**src/rtl/mips_pkg.sv**
```systemverilog
// rtl/mips_pkg.sv - MIPS-I field positions, opcode/funct codes and register constants
package mips_pkg;

    localparam int OPCODE_MSB = 31;
    localparam int OPCODE_LSB = 26;
    localparam int RS_MSB     = 25;
    localparam int RS_LSB     = 21;
    localparam int RT_MSB     = 20;
    localparam int RT_LSB     = 16;
    localparam int RD_MSB     = 15;
    localparam int RD_LSB     = 11;
    localparam int SHAMT_MSB  = 10;
    localparam int SHAMT_LSB  = 6;
    localparam int FUNCT_MSB  = 5;
    localparam int FUNCT_LSB  = 0;
    localparam int IMM_MSB    = 15;
    localparam int TARGET_MSB = 25;

    localparam logic [5:0] OP_RTYPE  = 6'h00;
    localparam logic [5:0] OP_REGIMM = 6'h01;
    localparam logic [5:0] OP_J      = 6'h02;
    localparam logic [5:0] OP_JAL    = 6'h03;
    localparam logic [5:0] OP_BEQ    = 6'h04;
    localparam logic [5:0] OP_BNE    = 6'h05;
    localparam logic [5:0] OP_BLEZ   = 6'h06;
    localparam logic [5:0] OP_BGTZ   = 6'h07;
    localparam logic [5:0] OP_ADDI   = 6'h08;
    localparam logic [5:0] OP_ADDIU  = 6'h09;
    localparam logic [5:0] OP_SLTI   = 6'h0A;
    localparam logic [5:0] OP_SLTIU  = 6'h0B;
    localparam logic [5:0] OP_ANDI   = 6'h0C;
    localparam logic [5:0] OP_ORI    = 6'h0D;
    localparam logic [5:0] OP_XORI   = 6'h0E;
    localparam logic [5:0] OP_LUI    = 6'h0F;
    localparam logic [5:0] OP_LB     = 6'h20;
    localparam logic [5:0] OP_LH     = 6'h21;
    localparam logic [5:0] OP_LW     = 6'h23;
    localparam logic [5:0] OP_LBU    = 6'h24;
    localparam logic [5:0] OP_LHU    = 6'h25;
    localparam logic [5:0] OP_SB     = 6'h28;
    localparam logic [5:0] OP_SH     = 6'h29;
    localparam logic [5:0] OP_SW     = 6'h2B;

    localparam logic [5:0] FN_JR   = 6'h08;
    localparam logic [5:0] FN_JALR = 6'h09;
    localparam logic [5:0] FN_ADD  = 6'h20;
    localparam logic [5:0] FN_SLT  = 6'h2A;

    localparam logic [4:0] RT_BLTZAL = 5'h10;
    localparam logic [4:0] RT_BGEZAL = 5'h11;
    localparam logic [4:0] REG_RA    = 5'd31;

endpackage

```
**src/rtl/decoder_32_ctrl.sv**
```systemverilog
// rtl/decoder_32_ctrl.sv - combinational format class, control flags and GPR destination
module decoder_32_ctrl
    import mips_pkg::*;
(
    input  logic [5:0] opcode,
    input  logic [4:0] rt,
    input  logic [4:0] rd,
    input  logic [5:0] funct,
    output logic       is_rtype,
    output logic       is_itype,
    output logic       is_jtype,
    output logic       is_load,
    output logic       is_store,
    output logic       is_branch,
    output logic       is_jump,
    output logic       reg_write,
    output logic [4:0] dest_reg
);

    logic       write_req;
    logic [4:0] dest_req;

    always_comb begin
        is_rtype  = 1'b0;
        is_itype  = 1'b0;
        is_jtype  = 1'b0;
        is_load   = 1'b0;
        is_store  = 1'b0;
        is_branch = 1'b0;
        is_jump   = 1'b0;
        write_req = 1'b0;
        dest_req  = 5'd0;
        unique case (opcode)
            OP_RTYPE: begin
                is_rtype = 1'b1;
                if (funct == FN_JR) begin
                    is_jump = 1'b1;
                end else begin
                    write_req = 1'b1;
                    dest_req  = rd;
                    is_jump   = (funct == FN_JALR);
                end
            end
            OP_REGIMM: begin
                is_itype  = 1'b1;
                is_branch = 1'b1;
                // bltzal/bgezal link into $ra even though they are I-format
                if (rt == RT_BLTZAL || rt == RT_BGEZAL) begin
                    write_req = 1'b1;
                    dest_req  = REG_RA;
                end
            end
            OP_J: begin
                is_jtype = 1'b1;
                is_jump  = 1'b1;
            end
            OP_JAL: begin
                is_jtype  = 1'b1;
                is_jump   = 1'b1;
                write_req = 1'b1;
                dest_req  = REG_RA;
            end
            OP_BEQ, OP_BNE, OP_BLEZ, OP_BGTZ: begin
                is_itype  = 1'b1;
                is_branch = 1'b1;
            end
            OP_ADDI, OP_ADDIU, OP_SLTI, OP_SLTIU,
            OP_ANDI, OP_ORI, OP_XORI, OP_LUI: begin
                is_itype  = 1'b1;
                write_req = 1'b1;
                dest_req  = rt;
            end
            OP_LB, OP_LH, OP_LW, OP_LBU, OP_LHU: begin
                is_itype  = 1'b1;
                is_load   = 1'b1;
                write_req = 1'b1;
                dest_req  = rt;
            end
            OP_SB, OP_SH, OP_SW: begin
                is_itype = 1'b1;
                is_store = 1'b1;
            end
            default: begin
                is_itype = 1'b1;
            end
        endcase
        // writes to $zero are dropped so downstream never sees a $0 write
        reg_write = write_req && (dest_req != 5'd0);
        dest_reg  = reg_write ? dest_req : 5'd0;
    end

endmodule

```
**src/rtl/decoder_32.sv**
```systemverilog
// rtl/decoder_32.sv - registered MIPS-I instruction decoder, one cycle latency
module decoder_32
    import mips_pkg::*;
(
    input  logic        clk,
    input  logic        rst,
    input  logic        instr_valid,
    input  logic [31:0] instruction,
    output logic        out_valid,
    output logic [5:0]  opcode,
    output logic [4:0]  rs,
    output logic [4:0]  rt,
    output logic [4:0]  rd,
    output logic [4:0]  shamt,
    output logic [5:0]  funct,
    output logic [15:0] immediate,
    output logic [25:0] jump_target,
    output logic [31:0] imm_sext,
    output logic [31:0] imm_zext,
    output logic        is_rtype,
    output logic        is_jtype,
    output logic        is_itype,
    output logic        is_load,
    output logic        is_store,
    output logic        is_branch,
    output logic        is_jump,
    output logic        reg_write,
    output logic [4:0]  dest_reg
);

    logic [5:0]  f_opcode;
    logic [4:0]  f_rs;
    logic [4:0]  f_rt;
    logic [4:0]  f_rd;
    logic [4:0]  f_shamt;
    logic [5:0]  f_funct;
    logic [15:0] f_imm;
    logic [25:0] f_target;

    assign f_opcode = instruction[OPCODE_MSB:OPCODE_LSB];
    assign f_rs     = instruction[RS_MSB:RS_LSB];
    assign f_rt     = instruction[RT_MSB:RT_LSB];
    assign f_rd     = instruction[RD_MSB:RD_LSB];
    assign f_shamt  = instruction[SHAMT_MSB:SHAMT_LSB];
    assign f_funct  = instruction[FUNCT_MSB:FUNCT_LSB];
    assign f_imm    = instruction[IMM_MSB:0];
    assign f_target = instruction[TARGET_MSB:0];

    logic       c_rtype;
    logic       c_itype;
    logic       c_jtype;
    logic       c_load;
    logic       c_store;
    logic       c_branch;
    logic       c_jump;
    logic       c_reg_write;
    logic [4:0] c_dest;

    decoder_32_ctrl u_ctrl (
        .opcode    (f_opcode),
        .rt        (f_rt),
        .rd        (f_rd),
        .funct     (f_funct),
        .is_rtype  (c_rtype),
        .is_itype  (c_itype),
        .is_jtype  (c_jtype),
        .is_load   (c_load),
        .is_store  (c_store),
        .is_branch (c_branch),
        .is_jump   (c_jump),
        .reg_write (c_reg_write),
        .dest_reg  (c_dest)
    );

    always_ff @(posedge clk) begin
        if (rst) begin
            out_valid   <= 1'b0;
            opcode      <= '0;
            rs          <= '0;
            rt          <= '0;
            rd          <= '0;
            shamt       <= '0;
            funct       <= '0;
            immediate   <= '0;
            jump_target <= '0;
            imm_sext    <= '0;
            imm_zext    <= '0;
            is_rtype    <= 1'b0;
            is_jtype    <= 1'b0;
            is_itype    <= 1'b0;
            is_load     <= 1'b0;
            is_store    <= 1'b0;
            is_branch   <= 1'b0;
            is_jump     <= 1'b0;
            reg_write   <= 1'b0;
            dest_reg    <= '0;
        end else begin
            out_valid <= instr_valid;
            // decoded registers hold across bubbles; only out_valid tracks them
            if (instr_valid) begin
                opcode      <= f_opcode;
                rs          <= f_rs;
                rt          <= f_rt;
                rd          <= f_rd;
                shamt       <= f_shamt;
                funct       <= f_funct;
                immediate   <= f_imm;
                jump_target <= f_target;
                imm_sext    <= {{16{f_imm[15]}}, f_imm};
                imm_zext    <= {16'h0000, f_imm};
                is_rtype    <= c_rtype;
                is_jtype    <= c_jtype;
                is_itype    <= c_itype;
                is_load     <= c_load;
                is_store    <= c_store;
                is_branch   <= c_branch;
                is_jump     <= c_jump;
                reg_write   <= c_reg_write;
                dest_reg    <= c_dest;
            end
        end
    end

endmodule

```
**config.mk**
```make
export PLATFORM = sky130hd
export DESIGN_NAME = decoder_32
export DESIGN_NICKNAME = d
export VERILOG_FILES = /design/src/rtl/mips_pkg.sv /design/src/rtl/decoder_32_ctrl.sv /design/src/rtl/decoder_32.sv
export SDC_FILE = /design/constraint.sdc
export NUM_CORES = 1
export LEC_CHECK = 0
export BUFFER_PORTS_ARGS = -buffer_cell sky130_fd_sc_hd__buf_2
export CAP_MARGIN = 0
export CORE_MARGIN = 2
export CORE_UTILIZATION = 37
export DETAILED_ROUTE_END_ITERATION = 6
export GPL_TIMING_DRIVEN = 0
export PLACE_DENSITY = 0.77
export SYNTH_ARGS = -nofsm -noshare
export SYNTH_HDL_FRONTEND = slang
export SYNTH_SLANG_ARGS = --single-unit
```
**constraint.sdc**
```tcl
create_clock -name clk -period 1.52 [get_ports clk]
set_input_delay 0.228 -clock clk [delete_from_list [all_inputs] [get_ports clk]]
set_output_delay 0.228 -clock clk [all_outputs]
set_load 0.005 [all_outputs]
```
==> results.cfg, run 1 <==
[grt]
grt_first_pass_wirelength_um = 10100
antenna_found_initial = 0
grt_max_degree = 23
grt_pass1_vias = 2164
overflow = 0
grt_usage = 0.163

[critical_path]
max_stage_delay_ns = 0.73
critPathKind = input pin to flop
cp.required_ns = 1.67
crit_family = simple AND/OR/NAND/NOR gates
crit_fanout = 3
arrival_ns = 1.58
endpoint_kind = flop
critPathBufInv = 1
startpoint_type = input pin
crit_chain = buf_2 > or4b_2 > o211a_1 > o21ai_0 > a311oi_1
cp_slowest_cell = or4b_2

[synthesis]
ys_async_sr_fraction = 0
synth-seq-cells = 46
seq_area_frac_synth = 0.346
synth_edf_count = 0
ys_types = 32
syn-cell-area_um2 = 2660
avgSynthCellArea_um2 = 8.81
ys.flop_type = dfxtp_1
ys_warn_count = 0
synth_cells = 302

[power_and_ir_drop]
swShare = 0.271
pwr-share-clk = 0.257
power_density_nw_per_um2 = 732
p_sw_uw = 747
comb_power_share = 0.258
seqPwrFrac = 0.485
leakage_nw = 2.25
irDropWorstVdd_v = 0.000441
internal_power_mw = 2.01

[floorplanning]
die_h_um = 88.8
core_um2 = 6870
rows = 30
start_util = 0.387
die_w_um = 88.8
io_pins = 187
dieArea_um2 = 7890

[placement]
gp_congestion = 0.862
numPortBuffers = 168
dp_hpwl_um = 5560
dp_cells = 581

[run]
maxCapViolations = 0

[finish]
areaGrowthSynthToFinish_pct = 41.3
stdcell_count = 588
num_antenna_cells = 0
fin_nets = 527
largest_reg_flops = 6
final_util = 0.547
final_common_cell = buf_2
top_register = opcode
layout_common_cells = buf_2 (173), buf_4 (106), nor2_1 (46), dfxtp_1 (45), mux2i_1 (33)
layout-drive-gt1-share = 0.589

[cts]
cts_tree = yes
post_cts_buffers = 0
cts-buffers-inserted = 5
h-tree-depth = 2
insertion_delay_ns = 0.29
root_buffer = clkbuf_8
clockBufferDepth = 2
clk_pin_slew_ns = 0.08
cts.sinks = 46

[routing]
vias = 2464
drt-wirelength-per-cell_um = 11.7
routed_wl_um = 6900
route.detailed.drc = 0
dr.first_iter.drc_count = 83
viasPerCell = 4.19
ant_nets = 0
firstDrtPassIters = 4

[timing]
setup_tns_ns = 0
timing.fmax_mhz = 700
tightest_slew_ns = 0.546
slew_headroom = 0.635
clock_skew_ns = 0
rsz0062_at_grt = false
layout_min_cycle_time_ns = 1.43
period_share = 0.940
finalSetupViolCount = 0
hold_viol = 0
slew_viol_final = 0

[worst_hold_path]
hold_path_class = input pin to flop

[outcome]
status = completed
==> path summary, 6_finish.rpt <==
| path | slack [ns] | end | depth (start not counted) | from |
|---|---|---|---|---|
| max | 0.09 | dest_reg[0]$_SDFFE_PP0P_ | 5 | instruction[2] |
| min | 0.16 | shamt[0]$_SDFFE_PP0P_ | 3 | instruction[6] |
| max reg2reg | 0.65 | jump_target[15]$_SDFFE_PP0P_ | 2 | jump_target[15]$_SDFFE_PP0P_ |
| min reg2reg | 0.46 | is_rtype$_SDFFE_PP0P_ | 2 | is_rtype$_SDFFE_PP0P_ |
==> power by group through the flow <==
stage	combinational [mW]	sequential [mW]	clock [mW]
after CTS	0.718	1.34	0.732
after floorplan	0.411	1.36	0
final	0.710	1.34	0.709
after global routing	0.788	1.35	0.785
after detailed placement	0.718	1.36	0
after global placement	0.704	1.36	0
==> cells in the mapped netlist, types with 2 or more instances <==
library cell  number  share of area
a211oi_1           2         0.0056
a21oi_1            4         0.0075
a311oi_1           6          0.020
buf_1              2         0.0028
buf_2              5         0.0094
buf_4            106           0.30
clkbuf_1           5         0.0071
dfxtp_1           46           0.35
mux2i_1           33           0.12
nand2_1            6         0.0085
nand2b_1           3         0.0071
nand3_1            6          0.011
nor2_1            46          0.065
nor3_1             3         0.0056
nor4_1             2         0.0047
nor4b_1            2         0.0066
o211a_1            3          0.011
o21ai_0            8          0.015
==> worst reg2reg max path: stages (launching register included) <==
cell and delay (ns):
dfxtp_2 0.57, mux2i_1 0.12, nor2_1 0.11
==> kinds of logic (layout without fill, tap and decap cells) <==
logic type	count (synthesis)	after routing	share of synthesized area
AOI/OAI and AO/OA	28	28	0.0813
buffers and inverters	120	295	0.321
DFF	46	46	0.346
muxes	33	33	0.124
other	1	16	0.00141
and+or+nand+nor	74	74	0.126
==> cell type report <==
cell class | count | area [um^2]
Timing Repair Buffer | 168 | 841
Clock buffer | 6 | 72.6
Tap cell | 96 | 120
Fill cell | 665 | 3110
Clock inverter | 1 | 7.51
Sequential cell | 46 | 922
Inverter | 2 | 7.51
Multi-Input combinational cell | 151 | 942
Buffer | 118 | 847
==> per-layer routing <==
metal	track usage	vias up	part of all wire
li1	-	1262	-
met1	0.193	1086	0.40
met2	0.297	109	0.50
met3	0.0401	7	0.086
met4	0.0358	0	0.0088
met5	0	-	0
==> per-stage QoR <==
step,power [mW],cell area [um^2],setup WS [ns],hold slack (ns)
after floorplan,1.77,2720,0.0272,0.375
final,2.75,3760,0.0907,0.161
after detailed placement,2.08,3680,-0.202,0.452
after CTS,2.79,3760,0.117,0.158
after global placement,2.06,3680,-0.181,0.450
after global routing,2.92,3760,0.0429,0.165
==> repair_timing <==
action,CTS,global route
resized for setup,1,0
endpoints found under the setup margin,21,0
hold buffers,0,0
(Power assumes the default switching activity.)
==> run 2: changes to the inputs <==
CORE_ASPECT_RATIO = 0.5   (was not set)
RECOVER_POWER = 100   (was not set)
clock period = 1.2 ns   (was 1.52 ns; I/O delays follow)
==> run 2 against run 1 <==
Compared with the run above: the run now ends with negative setup slack left; via count increased by 4.6%; die area is 0.52% higher; total power rose by 48%; first-iteration DRC count up 52%; register-to-register slack worse by 0.27 ns; sequential share of layout area decreased by 1.6 points; non-clock buffer count increased by 6; largest cell class unchanged; highest routed layer unchanged.
==> results.cfg, run 2 (synthesized netlist as in run 1, its figures left out) <==
[cts]
clockBufferDepth = 2
cts_tree = yes
insertion_delay_ns = 0.28
cts-buffers-inserted = 5
hold_buffers = 0
clk_pin_slew_ns = 0.07
h-tree-depth = 2
root_buffer = clkbuf_16
cts.sinks = 46

[critical_path]
cp_slowest_cell = dfxtp_4
endpoint_kind = output pin
critPathBufInv = 3
max_stage_delay_ns = 0.37
crit_fanout = 11
crit_family = buffers and inverters
critPathKind = flop to output pin
startpoint_type = flop
cp.required_ns = 1.02
crit_chain = buf_12 > buf_4 > buf_2
arrival_ns = 1.04

[power_and_ir_drop]
leakage_nw = 2.28
power_density_nw_per_um2 = 1010
finalPower_mw = 4.07
irDropWorstVdd_v = 0.000595

[timing]
tightest_slew_ns = 0.540
period_share = 1.02
setup_tns_ns = -0.181
slew_headroom = 0.640
rsz0062_at_grt = true
clock_skew_ns = 0
finalSetupViolCount = 14
setup_ws_ns = -0.0214
hold_viol = 0
fin_hold_ws_ns = 0.123
layout_min_cycle_time_ns = 1.22
slew_viol_final = 0
timing.fmax_mhz = 819

[run]
maxCapViolations = 0

[placement]
numPortBuffers = 168
dp_hpwl_um = 5350
gp_congestion = 0.815

[grt]
antenna_found_initial = 0
overflow = 0
grt_pass1_vias = 2214
grt_first_pass_wirelength_um = 10700
grt_usage = 0.169
grt_max_degree = 23

[outcome]
status = finished with violations
violations = negative setup slack

[finish]
layout_common_cells = buf_2 (135), buf_4 (100), nor2_1 (45), dfxtp_1 (43), mux2i_1 (33)
final_util = 0.592
fillers = 635
final_common_cell = buf_2
layout-drive-gt1-share = 0.569
top_register = opcode
fin_nets = 533
num_antenna_cells = 0
largest_reg_flops = 6
areaGrowthSynthToFinish_pct = 52.0

[floorplanning]
io_pins = 187
dieArea_um2 = 7930
die_w_um = 124
rows = 21
die_h_um = 64.0
start_util = 0.390
core_um2 = 6830

[routing]
ant_nets = 0
routed_wl_um = 7290
route.detailed.drc = 0
viasPerCell = 4.36
drt-wirelength-per-cell_um = 12.3
firstDrtPassIters = 4
dr.first_iter.drc_count = 126
vias = 2578

[worst_hold_path]
hold_path_class = input pin to flop
run 2: changes by cell type in the layout (fill, tap and decap cells not counted), moves of 2 or more:
cell / change
dfxtp_1: -2
buf_4: -6
clkbuf_16: +6
buf_8: +2
o21ai_1: +4
o21ai_0: -5
buf_2: -38
clkbuf_2: +3
clkbuf_8: -5
clkbuf_1: +21
buf_6: +21
run 2: timing repair:
action	CTS	global route
setup buffers	2	3
resized for setup	6	40
setup endpoints to repair	26	64
cloned	0	1
pin swaps	4	9
run 2: power breakdown:
part	leakage, nW	total (mW)	switching, mW	internal, mW
Sequential	0.380	1.69	0.0770	1.61
Clock	0.0698	1.38	0.607	0.772
Combinational	1.83	0.999	0.404	0.595
run 2: final cells by class:
type,count,area (um^2),area share
sequential,46,927,0.229
clock inverter,3,21.3,0.00526
clock buffer,5,125,0.0309
buffer,118,888,0.220
inverter,2,7.51,0.00186
timing repair buffer,174,977,0.242
tap,92,115,0.0285
multi-input combinational,151,983,0.243
run 2: layer usage:
metal / GRT usage / routed length, um / vias to the layer above
met5: 0 / 0 / -
met4: 0.0604 / 145 / 0
met3: 0.0339 / 510 / 21
met2: 0.295 / 3620 / 105
met1: 0.206 / 3010 / 1170
li1: - / - / 1282
run 2: path summary, 6_finish.rpt:
path                                       end  depth (start not counted)                          from  slack (ns)
hold reg to reg         is_branch$_SDFFE_PP0P_                          2        is_branch$_SDFFE_PP0P_        0.46
hold / removal    jump_target[25]$_SDFFE_PP0P_                          3               instruction[25]        0.12
setup reg to reg  jump_target[15]$_SDFFE_PP0P_                          3  jump_target[15]$_SDFFE_PP0P_        0.38
setup / recovery                  imm_sext[28]                          3  jump_target[15]$_SDFFE_PP0P_       -0.02
run 2: stage by stage:
| step | area, um^2 | std cells | setup WS (ns) |
|---|---|---|---|
| after floorplan | 2720 | 317 | -0.0474 |
| after global placement | 3680 | 577 | -0.309 |
| after detailed placement | 3680 | 577 | -0.302 |
| after CTS | 3860 | 587 | -0.0101 |
| after global routing | 4050 | 591 | -0.0449 |
| final | 4050 | 591 | -0.0214 |
run 2: worst register-to-register path, cell delays in order, from the launching register on:
cell and delay, ns:
dfxtp_4 0.37, clkbuf_16 0.16, mux2i_1 0.12, nor2_1 0.05
